**src/rtl/reset_sequencer_pkg.sv**
```systemverilog
// Shared definitions for the reset sequencer: FSM state encoding and a
// lowest-set-bit helper used to pick the next channel to release.
package reset_sequencer_pkg;

  typedef enum logic [1:0] {
    ST_STRETCH = 2'd0,
    ST_RELEASE = 2'd1,
    ST_RUN     = 2'd2
  } seqState_t;

  function automatic logic [15:0] lowestSet(input logic [15:0] v);
    return v & (~v + 16'd1);
  endfunction

endpackage

```
**src/rtl/reset_sequencer_sync.sv**
```systemverilog
// Reset synchroniser: asserts asynchronously, releases after STAGES rising edges.
module reset_sync #(
  parameter int STAGES = 2
) (
  input  logic clk,
  input  logic rstN,
  output logic syncRstN
);

  logic [STAGES-1:0] chainR;

  // Shift a constant one through the chain once the raw reset lifts
  always_ff @(posedge clk or negedge rstN) begin
    if (!rstN) begin
      chainR <= '0;
    end else begin
      chainR <= {chainR[STAGES-2:0], 1'b1};
    end
  end

  assign syncRstN = chainR[STAGES-1];

endmodule

```
**src/rtl/reset_sequencer.sv**
```systemverilog
// Power-on reset sequencer: synchronise, stretch, then release channels in
// ascending order with a fixed stagger. RSTSEQ_WATCHDOG_EN adds the RUN-cycle watchdog.
module reset_sequencer
  import reset_sequencer_pkg::*;
#(
  parameter int NUM_CHANNELS   = 4,
  parameter int SYNC_STAGES    = 2,
  parameter int STRETCH_CYCLES = 16,
  parameter int STAGGER_CYCLES = 8,
  parameter int CNT_WIDTH      = 16,
  parameter int TIMEOUT_CYCLES = 1000
) (
  input  logic                    Clock,
  input  logic                    PowerOnReset,
  input  logic                    SoftResetReq,
  input  logic [NUM_CHANNELS-1:0] ChannelMask,
  output logic [NUM_CHANNELS-1:0] ChannelResetN,
  output logic                    AllReleased,
  output logic                    Busy,
  output logic [CNT_WIDTH-1:0]    CycleCount,
  output logic                    Timeout
);

  localparam logic [CNT_WIDTH-1:0] STRETCH_LAST = CNT_WIDTH'(STRETCH_CYCLES - 1);
  localparam logic [CNT_WIDTH-1:0] STAGGER_LAST =
    CNT_WIDTH'((STAGGER_CYCLES == 0) ? 0 : STAGGER_CYCLES - 1);

  logic                    syncRstN;
  seqState_t               stateR, stateS;
  logic [CNT_WIDTH-1:0]    stretchCntR, stretchCntS, staggerCntR, staggerCntS;
  logic [NUM_CHANNELS-1:0] pendingR, pendingS, chanR, chanS;
  logic [NUM_CHANNELS-1:0] firstBitS, nextBitS;

  reset_sync #(.STAGES(SYNC_STAGES)) uSync (
    .clk      (Clock),
    .rstN     (PowerOnReset),
    .syncRstN (syncRstN)
  );

  assign firstBitS = NUM_CHANNELS'(lowestSet(16'(ChannelMask)));
  assign nextBitS  = NUM_CHANNELS'(lowestSet(16'(pendingR)));

  // Next-state: pendingR holds the latched mask minus channels already released
  always_comb begin
    stateS      = stateR;
    stretchCntS = stretchCntR;
    staggerCntS = staggerCntR;
    pendingS    = pendingR;
    chanS       = chanR;
    if (SoftResetReq) begin
      stateS      = ST_STRETCH;
      stretchCntS = '0;
      staggerCntS = '0;
      pendingS    = '0;
      chanS       = '0;
    end else begin
      case (stateR)
        ST_STRETCH: begin
          if (stretchCntR == STRETCH_LAST) begin
            stateS      = ST_RELEASE;
            stretchCntS = '0;
            staggerCntS = '0;
            // First release lands on the same edge that enters RELEASE
            if (STAGGER_CYCLES == 0) begin
              chanS    = ChannelMask;
              pendingS = '0;
            end else begin
              chanS    = firstBitS;
              pendingS = ChannelMask & ~firstBitS;
            end
          end else begin
            stretchCntS = stretchCntR + CNT_WIDTH'(1);
          end
        end
        ST_RELEASE: begin
          if (pendingR == '0) begin
            stateS = ST_RUN;
          end else if (staggerCntR == STAGGER_LAST) begin
            chanS       = chanR | nextBitS;
            pendingS    = pendingR & ~nextBitS;
            staggerCntS = '0;
          end else begin
            staggerCntS = staggerCntR + CNT_WIDTH'(1);
          end
        end
        ST_RUN: begin
          stateS = ST_RUN;
        end
        default: begin
          stateS = ST_STRETCH;
        end
      endcase
    end
  end

  // Sequencer state, counters and channel reset registers
  always_ff @(posedge Clock or negedge syncRstN) begin
    if (!syncRstN) begin
      stateR      <= ST_STRETCH;
      stretchCntR <= '0;
      staggerCntR <= '0;
      pendingR    <= '0;
      chanR       <= '0;
    end else begin
      stateR      <= stateS;
      stretchCntR <= stretchCntS;
      staggerCntR <= staggerCntS;
      pendingR    <= pendingS;
      chanR       <= chanS;
    end
  end

  assign ChannelResetN = chanR;
  assign AllReleased   = (stateR == ST_RUN);
  // Qualified by syncRstN so Busy drops with the asynchronous reset assertion
  assign Busy          = syncRstN & (stateR != ST_RUN);

`ifdef RSTSEQ_WATCHDOG_EN
  localparam logic [CNT_WIDTH-1:0] TIMEOUT_VAL = CNT_WIDTH'(TIMEOUT_CYCLES);

  logic [CNT_WIDTH-1:0] cycleCntR, cycleCntS;
  logic                 timeoutR, timeoutS;

  // Saturating RUN-cycle counter; Timeout is raised together with the matching count
  always_comb begin
    cycleCntS = cycleCntR;
    timeoutS  = timeoutR;
    if (SoftResetReq) begin
      cycleCntS = '0;
      timeoutS  = 1'b0;
    end else if ((stateR == ST_RUN) && (cycleCntR != {CNT_WIDTH{1'b1}})) begin
      cycleCntS = cycleCntR + CNT_WIDTH'(1);
      if (cycleCntS == TIMEOUT_VAL) begin
        timeoutS = 1'b1;
      end else begin
        timeoutS = timeoutR;
      end
    end else begin
      cycleCntS = cycleCntR;
    end
  end

  // Watchdog registers
  always_ff @(posedge Clock or negedge syncRstN) begin
    if (!syncRstN) begin
      cycleCntR <= '0;
      timeoutR  <= 1'b0;
    end else begin
      cycleCntR <= cycleCntS;
      timeoutR  <= timeoutS;
    end
  end

  assign CycleCount = cycleCntR;
  assign Timeout    = timeoutR;
`else
  assign CycleCount = '0;
  assign Timeout    = 1'b0;
`endif

endmodule
```
**config.mk**
```make
export PLATFORM = sky130hd
export DESIGN_NAME = reset_sequencer
export DESIGN_NICKNAME = d
export VERILOG_FILES = /design/src/rtl/reset_sequencer_pkg.sv /design/src/rtl/reset_sequencer_sync.sv /design/src/rtl/reset_sequencer.sv
export SDC_FILE = /design/constraint.sdc
export NUM_CORES = 1
export LEC_CHECK = 0
export CORE_UTILIZATION = 45
export DETAILED_ROUTE_END_ITERATION = 8
export GPL_ROUTABILITY_DRIVEN = 0
export PLACE_DENSITY_LB_ADDON = 0.15
export SLEW_MARGIN = 20
export SYNTH_ARGS = -nofsm -noshare
export SYNTH_HDL_FRONTEND = slang
export SYNTH_SLANG_ARGS = --single-unit
```
**constraint.sdc**
```tcl
create_clock -name Clock -period 2.18 [get_ports Clock]
set_input_delay 0.436 -clock Clock [delete_from_list [all_inputs] [get_ports Clock]]
set_output_delay 0.436 -clock Clock [all_outputs]
set_load 0.01 [all_outputs]
```
# --- After elaboration in Yosys (flattened, before gate mapping) ---
# Cells that the tools add are included.
op_classes:
  addsub: 4
  eq_ne: 9
  muxes: 22
  bitwise: 10
  reduce_logical: 7
ops:
  columns: ["op", "n"]
  rows:
  - ["16-bit two-way mux", 7]
  - ["16-bit by 1-bit adder with 16-bit output (second input constant)", 2]
  - ["4-bit two-way mux", 8]
  - ["16-bit one-hot mux with 2 select lines", 1]
  - ["4-bit bitwise AND", 4]
  - ["16-bit by 3-bit equality test with 1-bit output (second input constant)", 1]
  - ["16-bit by 4-bit equality test with 1-bit output (second input constant)", 1]
  - ["4-bit inverter", 4]
  - ["4-bit one-hot mux with 2 select lines", 2]
  - ["3-bit inequality test (second input constant)", 4]
  - ["4-bit by 1-bit adder with 4-bit output (second input constant)", 2]
  - ["2-bit two-way mux", 3]
  - ["2-bit one-hot mux with 3 select lines", 1]
  - ["4-bit logical NOT", 1]
  - ["4-bit bitwise OR", 1]
  - ["4-bit AND reduction", 1]
  - ["3-bit AND reduction", 1]
  - ["3-bit nonzero test", 1]
  - ["2-bit by 1-bit equality test with 1-bit output (second input constant)", 1]
  - ["2-bit equality test (second input constant)", 1]
  - ["2-bit logical NOT", 1]
  - ["2-bit inequality test (second input constant)", 1]
  - ["2-bit AND reduction", 1]
  - ["2-bit nonzero test", 1]
  - ["1-bit bitwise AND", 1]
totals:
  register_bits: 44
  inputBits: 7
  out_inout_bits: 23
  wordCells: 58

# --- Depth between registers and ports, before layout ---
# Gate-level depths: netlist of the first run.
depth:
  ltp_word: 9
  mapped_depth: 10
  ltp_nobuf: 7

# --- By module ---
# From an unflattened synthesis of the first run, not the netlist that was laid out.
hier_totals:
  cells_unflattened: 294
  area_unflattened_um2: 2521.2
modules_own_cells:
  columns: ["mod", "instances", "cells_per_inst", "area_per_inst_um2", "seq_area_each_um2"]
  rows:
  - ["reset_sequencer", 1, 291, 2467.4, 1026.0]
  - ["reset_sync", 1, 3, 53.8, 50.0]

# --- Least setup slack after synthesis of the first run ---
# OpenSTA, ideal clock, no wires.
synth_path:
  kind: "reg2reg"
  from: "register stretchCntR[9]"
  to: "register staggerCntR[12]"
  setup_time_ns: 0.076
  t_arrival_ns: 2.253
  required_ns: 2.104
  setup_slack_ns: -0.150
  stages_incl_launch_ff: 6
  path_buffers: 0
  synth_period_minus_slack_ns: 2.330
  cell_sequence: "dfrtp_1 > or4_4 > or4b_4 > a211o_4 > or3_1 > o21ai_1"
synth_via:
  elab_chain_len: 3
synth_rtl:
  columns: ["element", "line_no", "source"]
  rows:
  - ["start: declaration", "reset_sequencer.sv:30", "logic [CNT_WIDTH-1:0] stretchCntR, stretchCntS, staggerCntR, staggerCntS;"]
  - ["start signal: assignment", "reset_sequencer.sv:106", "stretchCntR <= stretchCntS;"]
  - ["16-bit by 4-bit equality test with 1-bit output", "reset_sequencer.sv:59", "if (stretchCntR == STRETCH_LAST) begin"]
  - ["3-bit inequality test (no line)", null, null]
  - ["3-bit AND reduction (no line)", null, null]
  - ["end signal: assignment", "reset_sequencer.sv:107", "staggerCntR <= staggerCntS;"]
  - ["end: declaration", "reset_sequencer.sv:30", null]
# No other way between the ends.
# A chain may end at the register's enable or synchronous reset.

# --- Worst setup path after layout of the first run ---
layout_path:
  from: "register stretchCntR[13]"
  to: "register staggerCntR[3]"
# Same word-level chain as after synthesis.

==> out/qor_table.md, run 1 <==
| Metric | Reported | Unit |
|---|---|---|
| Worst path setup slack after routing | -0.196 | ns |
| Critical path endpoint category | flop | - |
| Die Span X | 78.3 | um |
| Worst R2R Setup Slack | -0.20 | ns |
| Post-synthesis async set-or-reset flop share | 1.00 | - |
| Overflow after GRT | 0 | - |
| Part of the total power dissipated in combinational logic | 0.485 | - |
| Power per Cell Area | 907 | nW/um^2 |
| Worst-case clock buffer depth | 2 | - |
| Rel. slew slack | 0.490 | - |
| Startpoint of the lowest-slack register-to-register path | stretchCntR[13] | - |
| First-pass GRT wire length | 10.4 | mm |
| Fraction of layout cells with a size suffix above 1 | 0.198 | - |
| Pin count of the biggest net entering global routing | 42 | - |
| P&R area growth vs syn | 20.0 | % |
| Number of I/O port buffers | 12 | - |
| GR met3 Demand/Resource | 0.0384 | - |
| Internal power contribution | 1.77 | mW |
| Outcome | finished with violations | - |
| Area of placed instances | 3000 | um^2 |
| Placement row count | 27 | - |
| Detailed Routing Iterations Pass 1 | 6 | - |
| Count of mapped cells out of synthesis | 303 | - |
| Number of buffers created by CTS | 5 | - |
| Static Leak | 1.40 | nW |
| Vias per cell | 5.55 | - |
| Startpoint type of the worst setup path | flop | - |
| Setup repair after global routing missed its margin | true | - |
| Number of instances in the placed design | 414 | - |
| EDFF count, synth | 0 | - |
| Latest clock arrival within the worst-skew pair | 0.30 | ns |
| Fraction of power consumed by the clock network | 0.172 | - |
| Total area of multi-input combinational cells | 1390 | um^2 |
| Worst hold slack | 0.290 | ns |
| Termination of the worst setup path | staggerCntR[3] | - |
| Critical Path Max Stage Delay | 0.59 | ns |
| Start-to-end type of the worst setup path | flop to flop | - |
| Sink count of the clock tree | 43 | - |
| Sequential-to-total area share from yosys stat | 0.411 | - |
| Clk slew on worst S/H paths | 0.08 | ns |
| Max Cap Viol | 0 | - |
| Mapped Area | 2620 | um^2 |
| Worst r2r path cells | 5 | - |
| Final core utilization | 0.565 | - |
| Area taken by flip-flops and latches | 1080 | um^2 |
| Number of nets in the final layout | 366 | - |
| Final worst-path cycle share | 1.09 | - |
| List of cells traversed by the critical path | or4_4 -> or4b_4 -> a211o_4 -> or3_1 -> o21ai_1 | - |
| Top fanout value on the critical path | 5 | - |
| Residual DRC | 0 | - |
| Crit. Startpoint | stretchCntR[13] | - |
| Antenna-violating nets left | 0 | - |
| Area of the die | 6130 | um^2 |
| Yosys warns | 0 | - |
| Total inserted antenna cells | 0 | - |
| Distinct cell type count after synthesis | 52 | - |
| Endpoints failing setup | 24 | - |
| Root buffer cell | sky130_fd_sc_hd__clkbuf_8 | - |
| Avg Inst Size Synth | 8.65 | um^2 |
| End of the worst register-to-register path | staggerCntR[3] | - |
| Number of standard cells in the layout, taps in and fillers out | 425 | - |
| Total wire length | 5.96 | mm |
| Total global-route track usage | 0.213 | - |
| Number of DRC markers in iteration 0 | 161 | - |
| Power spent charging and discharging nets | 1.08 | mW |
| Clock skew | 0.0108 | ns |
| Initial core utilization | 0.470 | - |
| Hold Fails Final Rpt | 0 | - |
| Chip Height | 78.3 | um |
| Fraction of met1 tracks used by global routing | 0.285 | - |
| Worst Path Arrival | 2.59 | ns |
| Core Box Area | 5570 | um^2 |
| Final Cell Area | 3150 | um^2 |
| Total count of max-transition violations in the final report | 0 | - |
| Timing-limited maximum frequency | 421 | MHz |
| Layer with the highest usage | met2 | - |
| VDD IR max | 0.577 | mV |
| GR Layer Usage met2 | 0.359 | - |
| Commonest register cell after synthesis | sky130_fd_sc_hd__dfrtp_1 | - |
| Average wire per cell in the routed design | 14.0 | um |
| Hold crit path type | input port to asynchronous set/reset pin | - |
| Half-perimeter wire length of the detailed placement result | 4.22 | mm |
| Via count of the first global-routing pass | 2233 | - |
| Number of storage elements in the synthesis netlist | 43 | - |
| CP max stage cell | sky130_fd_sc_hd__or4b_4 | - |
| CTS H-tree depth | 2 | - |
| Hold buffer count at CTS | 0 | - |
| Fillers | 532 | - |
| Clock tree from TritonCTS | done | - |
| Register share of total power | 0.343 | - |
| Failing checks | negative setup slack | - |
| Initial antenna violation count | 0 | - |
| Net Sw Frac | 0.378 | - |
| Detailed-route via count | 2357 | - |
| Number of top-level pins | 30 | - |
| Clock period minus final worst setup slack | 2.38 | ns |
| Worst path required time | 2.39 | ns |
| Transition time of the tightest slew-check pin | 0.758 | ns |
[Yosys cell counts (all sizes together) (2+ instances only)]
cell,instances,area share
nand4b,3,0.010
or3,9,0.022
o21ai,34,0.065
o22a,3,0.010
conb,2,0.0029
nor3b,2,0.0057
dfrtp,43,0.41
a21oi,18,0.034
a22o,3,0.010
or4,4,0.014
a31oi,2,0.0048
o31ai,2,0.0057
xor2,2,0.0067
nand3,19,0.036
buf,23,0.070
nor4,5,0.012
ha,6,0.029
o41ai,2,0.0067
clkbuf,7,0.010
a211o,3,0.013
nand2,25,0.036
a21o,5,0.015
nor2,20,0.029
nor2b,2,0.0048
nand4,4,0.0095
a211oi,5,0.016
and3,4,0.0095
nor3,15,0.029
inv,16,0.023
[cells in the final DEF, fill, tap and decap left out, drive strengths merged, types with 5 or more instances in the layout]
master,instances
nand2,25
o21ai,34
dfrtp,43
nor3,15
clkbuf,7
or3,9
nor4,5
a21o,5
inv,16
clkdlybuf4s50,12
nand3,19
buf,44
conb,18
a211oi,5
nor2,20
ha,6
a21oi,18
[state kept, by name (all words and copies together) (netlist names)]
name           count
uSync.chainR       2
stateR             2
stretchCntR       16
ChannelResetN      4
staggerCntR       16
pendingR           3
[power by group through the flow]
stage               Clock [mW]  Combinational, mW  Sequential [mW]
detailed placement           0               1.33            0.993
CTS                      0.500               1.35            0.979
global placement             0               1.32            0.990
floorplan                    0              0.842             1.01
global route             0.530               1.55            0.992
finish                   0.492               1.38            0.978
[final cells by class]
class	count	share of cell area
Multi-Input combinational cell	231	0.440
Sequential cell	43	0.342
Timing Repair Buffer	56	0.146
Tap cell	72	0.0286
Clock buffer	7	0.0243
Inverter	16	0.0191
[metrics by stage]
stage               power [mW]  TNS [ns]  setup WS (ns)
floorplan                 1.86    -0.749         -0.114
global placement          2.31     -1.84         -0.113
detailed placement        2.33     -1.94         -0.176
CTS                       2.83     -2.14         -0.175
global route              3.07     -4.78         -0.251
finish                    2.85     -2.27         -0.196
[kinds of logic after synthesis]
kind of cell    Yosys count  synth area share
simple gates            121             0.248
compound gates           82             0.197
buf+inv                  46             0.103
flops                    43             0.411
fa+ha+maj                 6            0.0286
xor+xnor                  3            0.0100
other cells               2           0.00287
[routing by layer]
metal / part of all wire / vias up
met2: 0.47 / 67
met4: 0.0092 / 0
met3: 0.042 / 5
met5: 0 / -
met1: 0.48 / 1116
li1: - / 1169
[how the worst min path moves through the flow]
stage / start / end / depth (start not counted)
after floorplan: PowerOnReset / uSync.chainR[0] / 0
after global placement: uSync.chainR[0] / uSync.chainR[1] / 0
after detailed placement: uSync.chainR[0] / uSync.chainR[1] / 0
after CTS: PowerOnReset / uSync.chainR[0] / 1
after global routing: PowerOnReset / uSync.chainR[0] / 1
final: PowerOnReset / uSync.chainR[0] / 1
[critical path: cells and delay by family, from the launching register on]
kind / cells / cell delay, ns
and+or+nand+nor: 3 / 1.45
DFF: 1 / 0.39
AOI/OAI and AO/OA: 2 / 0.46
[timing repair]
action | in CTS | in global routing
endpoints found under the setup margin | 24 | 34
gates cloned | 1 | 0
setup buffers | 0 | 3
pin swaps | 1 | 3
gates resized for setup | 5 | 14
Power figures use the tool's default switching activity.
==> run 2: changes to the inputs <==
--- a/config.mk
+++ b/config.mk
@@ -8,6 +8,7 @@
 export CORE_UTILIZATION = 45
 export DETAILED_ROUTE_END_ITERATION = 8
 export GPL_ROUTABILITY_DRIVEN = 0
+export MAX_ROUTING_LAYER = met4
 export PLACE_DENSITY_LB_ADDON = 0.15
 export SLEW_MARGIN = 20
 export SYNTH_ARGS = -nofsm -noshare
==> run 2 against run 1 <==
  * The flow still finishes with violations (negative setup slack)
  * First-iteration DRC count shrank 2.5%
  * Utilization did not move
  * Clock skew is essentially flat
  * Highest routed layer unchanged
  * Register-to-register slack about the same
  * Sequential power hardly changed
  * Global-route usage up 0.58 points
  * Combinational power hardly changed
  * Critical path depth is the same
  * Clock power is essentially flat
==> out/qor_table.md, run 2 (synthesized netlist as in run 1, its figures left out) <==
| Metric | Reported | Unit |
|---|---|---|
| Placement row count | 27 | - |
| Vias per cell | 5.51 | - |
| Half-perimeter wire length of the detailed placement result | 4.22 | mm |
| Power per Cell Area | 907 | nW/um^2 |
| List of cells traversed by the critical path | or4_4 -> or4b_4 -> a211o_4 -> or3_1 -> o21ai_1 | - |
| Rel. slew slack | 0.489 | - |
| Total wire length | 5.96 | mm |
| Max Cap Viol | 0 | - |
| Failing checks | negative setup slack | - |
| End of the worst register-to-register path | staggerCntR[3] | - |
| Area of the die | 6130 | um^2 |
| Hold crit path type | input port to asynchronous set/reset pin | - |
| Gate family responsible for the most delay along the worst path | simple AND/OR/NAND/NOR gates | - |
| Detailed Routing Iterations Pass 1 | 4 | - |
| Via count of the first global-routing pass | 2236 | - |
| Latest clock arrival within the worst-skew pair | 0.30 | ns |
| Static Leak | 1.40 | nW |
| Chip Height | 78.3 | um |
| Number of I/O port buffers | 12 | - |
| Average wire per cell in the routed design | 14.0 | um |
| Number of buffers created by CTS | 5 | - |
| Hold Fails Final Rpt | 0 | - |
| Timing-limited maximum frequency | 420 | MHz |
| Overflow after GRT | 0 | - |
| Commonest cells after routing, fill and taps aside | sky130_fd_sc_hd__dfrtp_1 (42), sky130_fd_sc_hd__buf_4 (42), sky130_fd_sc_hd__nand2_1 (24) | - |
| Total inserted antenna cells | 0 | - |
| Core Box Area | 5570 | um^2 |
| VDD IR max | 0.579 | mV |
| Clock tree from TritonCTS | done | - |
| Transition time of the tightest slew-check pin | 0.759 | ns |
| Residual DRC | 0 | - |
| Detailed-route via count | 2340 | - |
| Outcome | finished with violations | - |
| Fillers | 532 | - |
| Root buffer cell | sky130_fd_sc_hd__clkbuf_8 | - |
| Number of nets in the final layout | 366 | - |
| Hold buffer count at CTS | 0 | - |
| Clock skew | 0.0110 | ns |
| Register share of total power | 0.343 | - |
| Initial core utilization | 0.470 | - |
| Power spent charging and discharging nets | 1.08 | mW |
| Total global-route track usage | 0.219 | - |
| Start-to-end type of the worst setup path | flop to flop | - |
| Final Cell Area | 3150 | um^2 |
| Critical Path Max Stage Delay | 0.59 | ns |
| Area of placed instances | 3000 | um^2 |
| Total count of max-transition violations in the final report | 0 | - |
| First-pass GRT wire length | 10.4 | mm |
| CTS H-tree depth | 2 | - |
| Number of top-level pins | 30 | - |
| Pin count of the biggest net entering global routing | 42 | - |
| Worst r2r path cells | 5 | - |
| Startpoint of the lowest-slack register-to-register path | stretchCntR[13] | - |
| Combined buffer and inverter count along the critical path | 0 | - |
| Fraction of layout cells with a size suffix above 1 | 0.198 | - |
| Worst hold slack | 0.291 | ns |
| Internal power contribution | 1.77 | mW |
| Worst path required time | 2.39 | ns |
| CP max stage cell | sky130_fd_sc_hd__or4b_4 | - |
| Initial antenna violation count | 0 | - |
| Worst-case clock buffer depth | 2 | - |
| Worst Path Arrival | 2.59 | ns |
| Part of the total power dissipated in combinational logic | 0.485 | - |
| Setup repair after global routing missed its margin | true | - |
| P&R area growth vs syn | 20.0 | % |
| Endpoints failing setup | 24 | - |
| Critical path endpoint category | flop | - |
| Number of DRC markers in iteration 0 | 157 | - |
| Clk slew on worst S/H paths | 0.08 | ns |
| Die Span X | 78.3 | um |
| Worst R2R Setup Slack | -0.20 | ns |
| Sink count of the clock tree | 43 | - |
| Final worst-path cycle share | 1.09 | - |
| Startpoint type of the worst setup path | flop | - |
| Clock period minus final worst setup slack | 2.38 | ns |
| Antenna-violating nets left | 0 | - |
| Fraction of power consumed by the clock network | 0.172 | - |
| Net Sw Frac | 0.378 | - |
| Worst path setup slack after routing | -0.200 | ns |
| Top fanout value on the critical path | 5 | - |
[run 2: through the flow]
step / instances / power, mW / setup slack [ns] / setup TNS, ns / util
floorplan: 319 / 1.86 / -0.114 / -0.749 / -
global placement: 414 / 2.31 / -0.113 / -1.84 / 0.537
CTS: 422 / 2.83 / -0.175 / -2.14 / 0.555
finish: 425 / 2.85 / -0.200 / -2.32 / 0.565
detailed placement: 414 / 2.33 / -0.176 / -1.94 / 0.537
global route: 425 / 3.07 / -0.251 / -4.79 / 0.565
[run 2: how the worst max path moves through the flow]
stage | startpoint | endpoint | slack [ns] | cells after the start
floorplan | stretchCntR[10] | staggerCntR[12] | -0.11 | 5
CTS | stretchCntR[10] | staggerCntR[3] | -0.18 | 5
finish | stretchCntR[13] | staggerCntR[3] | -0.20 | 5
global route | stretchCntR[13] | staggerCntR[14] | -0.25 | 5
global placement | stretchCntR[10] | pendingR[2] | -0.11 | 7
detailed placement | stretchCntR[10] | staggerCntR[10] | -0.18 | 4
[run 2: cell type report]
type,instances,area [um^2],share of cell area
Clock buffer,7,76.3,0.0243
Inverter,16,60.1,0.0191
Multi-Input combinational cell,231,1390,0.440
Sequential cell,43,1080,0.342
Tap cell,72,90.1,0.0286
Timing Repair Buffer,56,458,0.146
[run 2: routing by layer]
layer | up-vias | wire length (um) | share of wire | track usage
li1 | 1170 | - | - | -
met1 | 1108 | 2890 | 0.48 | 0.285
met2 | 57 | 2780 | 0.47 | 0.359
met3 | 5 | 237 | 0.040 | 0.0372
met4 | 0 | 52 | 0.0087 | 0.0481
met5 | - | 0 | 0 | -
[run 2: worst reg2reg max path, cell delays in order (launching register included)]
cell	delay [ns]
sky130_fd_sc_hd__dfrtp_1	0.39
sky130_fd_sc_hd__or4_4	0.55
sky130_fd_sc_hd__or4b_4	0.59
sky130_fd_sc_hd__a211o_4	0.37
sky130_fd_sc_hd__or3_1	0.31
sky130_fd_sc_hd__o21ai_1	0.09
[run 2: power groups by stage]
| stage | registers (mW) | clock network, mW | logic, mW |
|---|---|---|---|
| 6_report | 0.978 | 0.492 | 1.38 |
| 5_1_grt | 0.992 | 0.530 | 1.55 |
| 4_1_cts | 0.979 | 0.500 | 1.35 |
| 3_5_place_dp | 0.993 | 0 | 1.33 |
| 3_3_place_gp | 0.990 | 0 | 1.32 |
| 2_1_floorplan | 1.01 | 0 | 0.842 |
[run 2: repair_timing]
action | in CTS | in global routing
buffers inserted | 0 | 3
pin swaps | 1 | 3
gates cloned | 1 | 0
endpoints found under the setup margin | 24 | 34
resized for setup | 5 | 14
==> run 3: changes to the inputs <==
--- a/config.mk
+++ b/config.mk
@@ -10,6 +10,7 @@
 export GPL_ROUTABILITY_DRIVEN = 0
 export MAX_ROUTING_LAYER = met4
 export PLACE_DENSITY_LB_ADDON = 0.15
+export SETUP_SLACK_MARGIN = 0.15
 export SLEW_MARGIN = 20
 export SYNTH_ARGS = -nofsm -noshare
 export SYNTH_HDL_FRONTEND = slang
==> run 3 against run 2 <==
  * The run still ends with negative setup slack left
  * Combinational power about the same
  * Clock-buffer cell count decreased by 1
  * Sequential share of layout area decreased by 0.32 points
  * Global-route usage decreased by 0.66 points
  * Die area unchanged
  * Clock skew decreased by 0.0034 ns
  * Worst hold slack improved by 0.013 ns
  * Largest cell class unchanged
  * Largest power group unchanged
==> out/qor_table.md, run 3 (synthesized netlist as in run 1, its figures left out) <==
| Metric | Reported | Unit |
|---|---|---|
| Total global-route track usage | 0.212 | - |
| Failing checks | negative setup slack | - |
| Most common cell after layout, fill and taps aside | sky130_fd_sc_hd__buf_4 | - |
| Clock skew | 0.00757 | ns |
| Total count of max-transition violations in the final report | 0 | - |
| Fraction of layout cells with a size suffix above 1 | 0.208 | - |
| Total wire length | 6.01 | mm |
| CTS H-tree depth | 2 | - |
| Transition time of the tightest slew-check pin | 0.556 | ns |
| Clk slew on worst S/H paths | 0.08 | ns |
| First-pass GRT wire length | 9.98 | mm |
| Final core utilization | 0.570 | - |
| Number of buffers created by CTS | 5 | - |
| P&R area growth vs syn | 21.2 | % |
| Outcome | finished with violations | - |
| Total inserted antenna cells | 0 | - |
| Via count of the first global-routing pass | 2111 | - |
| Setup repair after global routing missed its margin | true | - |
| Critical path endpoint category | flop | - |
| Detailed-route via count | 2338 | - |
| Rel. slew slack | 0.629 | - |
| Combined buffer and inverter count along the critical path | 0 | - |
| Worst path setup slack after routing | -0.159 | ns |
| Timing-limited maximum frequency | 427 | MHz |
| Area taken by flip-flops and latches | 1080 | um^2 |
| Total negative setup slack | -1.72 | ns |
| Gate family responsible for the most delay along the worst path | simple AND/OR/NAND/NOR gates | - |
| Antenna-violating nets left | 0 | - |
| Worst path required time | 2.40 | ns |
| Max Cap Viol | 0 | - |
| Clock period minus final worst setup slack | 2.34 | ns |
| VDD IR max | 0.501 | mV |
| Final worst-path cycle share | 1.07 | - |
| Static Leak | 1.44 | nW |
| CP max stage cell | sky130_fd_sc_hd__or4b_4 | - |
| Clock tree from TritonCTS | done | - |
| Detailed Routing Iterations Pass 1 | 4 | - |
| Worst hold slack | 0.304 | ns |
| Number of top-level pins | 30 | - |
| Commonest cells after routing, fill and taps aside | sky130_fd_sc_hd__buf_4 (45), sky130_fd_sc_hd__dfrtp_1 (42), sky130_fd_sc_hd__nand2_1 (24) | - |
| Die Span X | 78.3 | um |
| Average wire per cell in the routed design | 14.0 | um |
| Root buffer cell | sky130_fd_sc_hd__clkbuf_8 | - |
| List of cells traversed by the critical path | or4_4 -> or4b_4 -> a211o_4 -> or3_1 -> o21ai_1 | - |
| Hold Fails Final Rpt | 0 | - |
| Residual DRC | 0 | - |
| Core Box Area | 5570 | um^2 |
| Initial antenna violation count | 0 | - |
| Latest clock arrival within the worst-skew pair | 0.29 | ns |
| Pin count of the biggest net entering global routing | 42 | - |
| Placement row count | 27 | - |
| Vias per cell | 5.46 | - |
| Number of DRC markers in iteration 0 | 151 | - |
| Start-to-end type of the worst setup path | flop to flop | - |
| Endpoints failing setup | 21 | - |
| Startpoint type of the worst setup path | flop | - |
| Area of the die | 6130 | um^2 |
| Worst Path Arrival | 2.56 | ns |
| Hold buffer count at CTS | 0 | - |
| Total area of multi-input combinational cells | 1380 | um^2 |
| Initial core utilization | 0.470 | - |
| Hold crit path type | input port to asynchronous set/reset pin | - |
| Chip Height | 78.3 | um |
| Post-place setup slack | -0.134 | ns |
| Top fanout value on the critical path | 5 | - |
| Fillers | 517 | - |
| Worst-case clock buffer depth | 2 | - |
| Power per Cell Area | 900 | nW/um^2 |
| Critical Path Max Stage Delay | 0.59 | ns |
| Number of I/O port buffers | 12 | - |
| Overflow after GRT | 0 | - |
| Sink count of the clock tree | 43 | - |
| Number of nets in the final layout | 370 | - |
| Half-perimeter wire length of the detailed placement result | 4.28 | mm |
## run 3: routing by layer
metal,vias to the layer above,track usage,share of wire
met5,-,-,0
met4,0,0.0556,0.0068
met3,5,0.0314,0.036
met2,57,0.330,0.46
met1,1107,0.291,0.50
li1,1169,-,-
## run 3: repair_timing
item                       in CTS  in global routing
pin swaps                       1                  2
buffers inserted                1                  2
gates cloned                    1                  0
setup endpoints to repair      37                 39
resized for setup              11                  8
## run 3: report_power, final
group,switching (mW),internal [mW],leakage (nW)
registers,0.0723,0.905,0.583
clock network,0.258,0.214,0.0371
logic,0.745,0.666,0.816
## run 3: final timing paths
| path | end | startpoint | slack, ns | depth (start not counted) |
|---|---|---|---|---|
| worst max-delay path | staggerCntR[14] | stretchCntR[8] | -0.16 | 5 |
| worst min-delay path | uSync.chainR[0] | PowerOnReset | 0.30 | 1 |
| worst max register to register | staggerCntR[14] | stretchCntR[8] | -0.16 | 5 |
| worst min register to register | stretchCntR[6] | uSync.chainR[1] | 0.35 | 1 |
| max in group asynchronous | staggerCntR[4] | uSync.chainR[1] | 1.44 | 1 |
| min in group Clock | uSync.chainR[1] | uSync.chainR[0] | 0.36 | 0 |
## run 3: worst reg2reg max path, delay by kind of cell, from the launching register on
kind / cells / cell delay [ns]
DFF: 1 / 0.38
AOI/OAI and AO/OA: 2 / 0.45
and+or+nand+nor: 3 / 1.43
## run 3: per-stage QoR
| step | cells | power, mW | area (um^2) |
|---|---|---|---|
| 2_1_floorplan | 319 | 1.86 | 2680 |
| 3_5_place_dp | 418 | 2.34 | 3030 |
| 3_3_place_gp | 418 | 2.32 | 3030 |
| 4_1_cts | 426 | 2.86 | 3140 |
| 5_1_grt | 428 | 3.07 | 3180 |
| 6_report | 428 | 2.86 | 3180 |
## run 3: final cells by class
cell class / instances / area share
Multi-Input combinational cell: 231 / 0.436
Clock buffer: 6 / 0.0228
Timing Repair Buffer: 60 / 0.155
Inverter: 16 / 0.0189
Tap cell: 72 / 0.0284
Sequential cell: 43 / 0.339
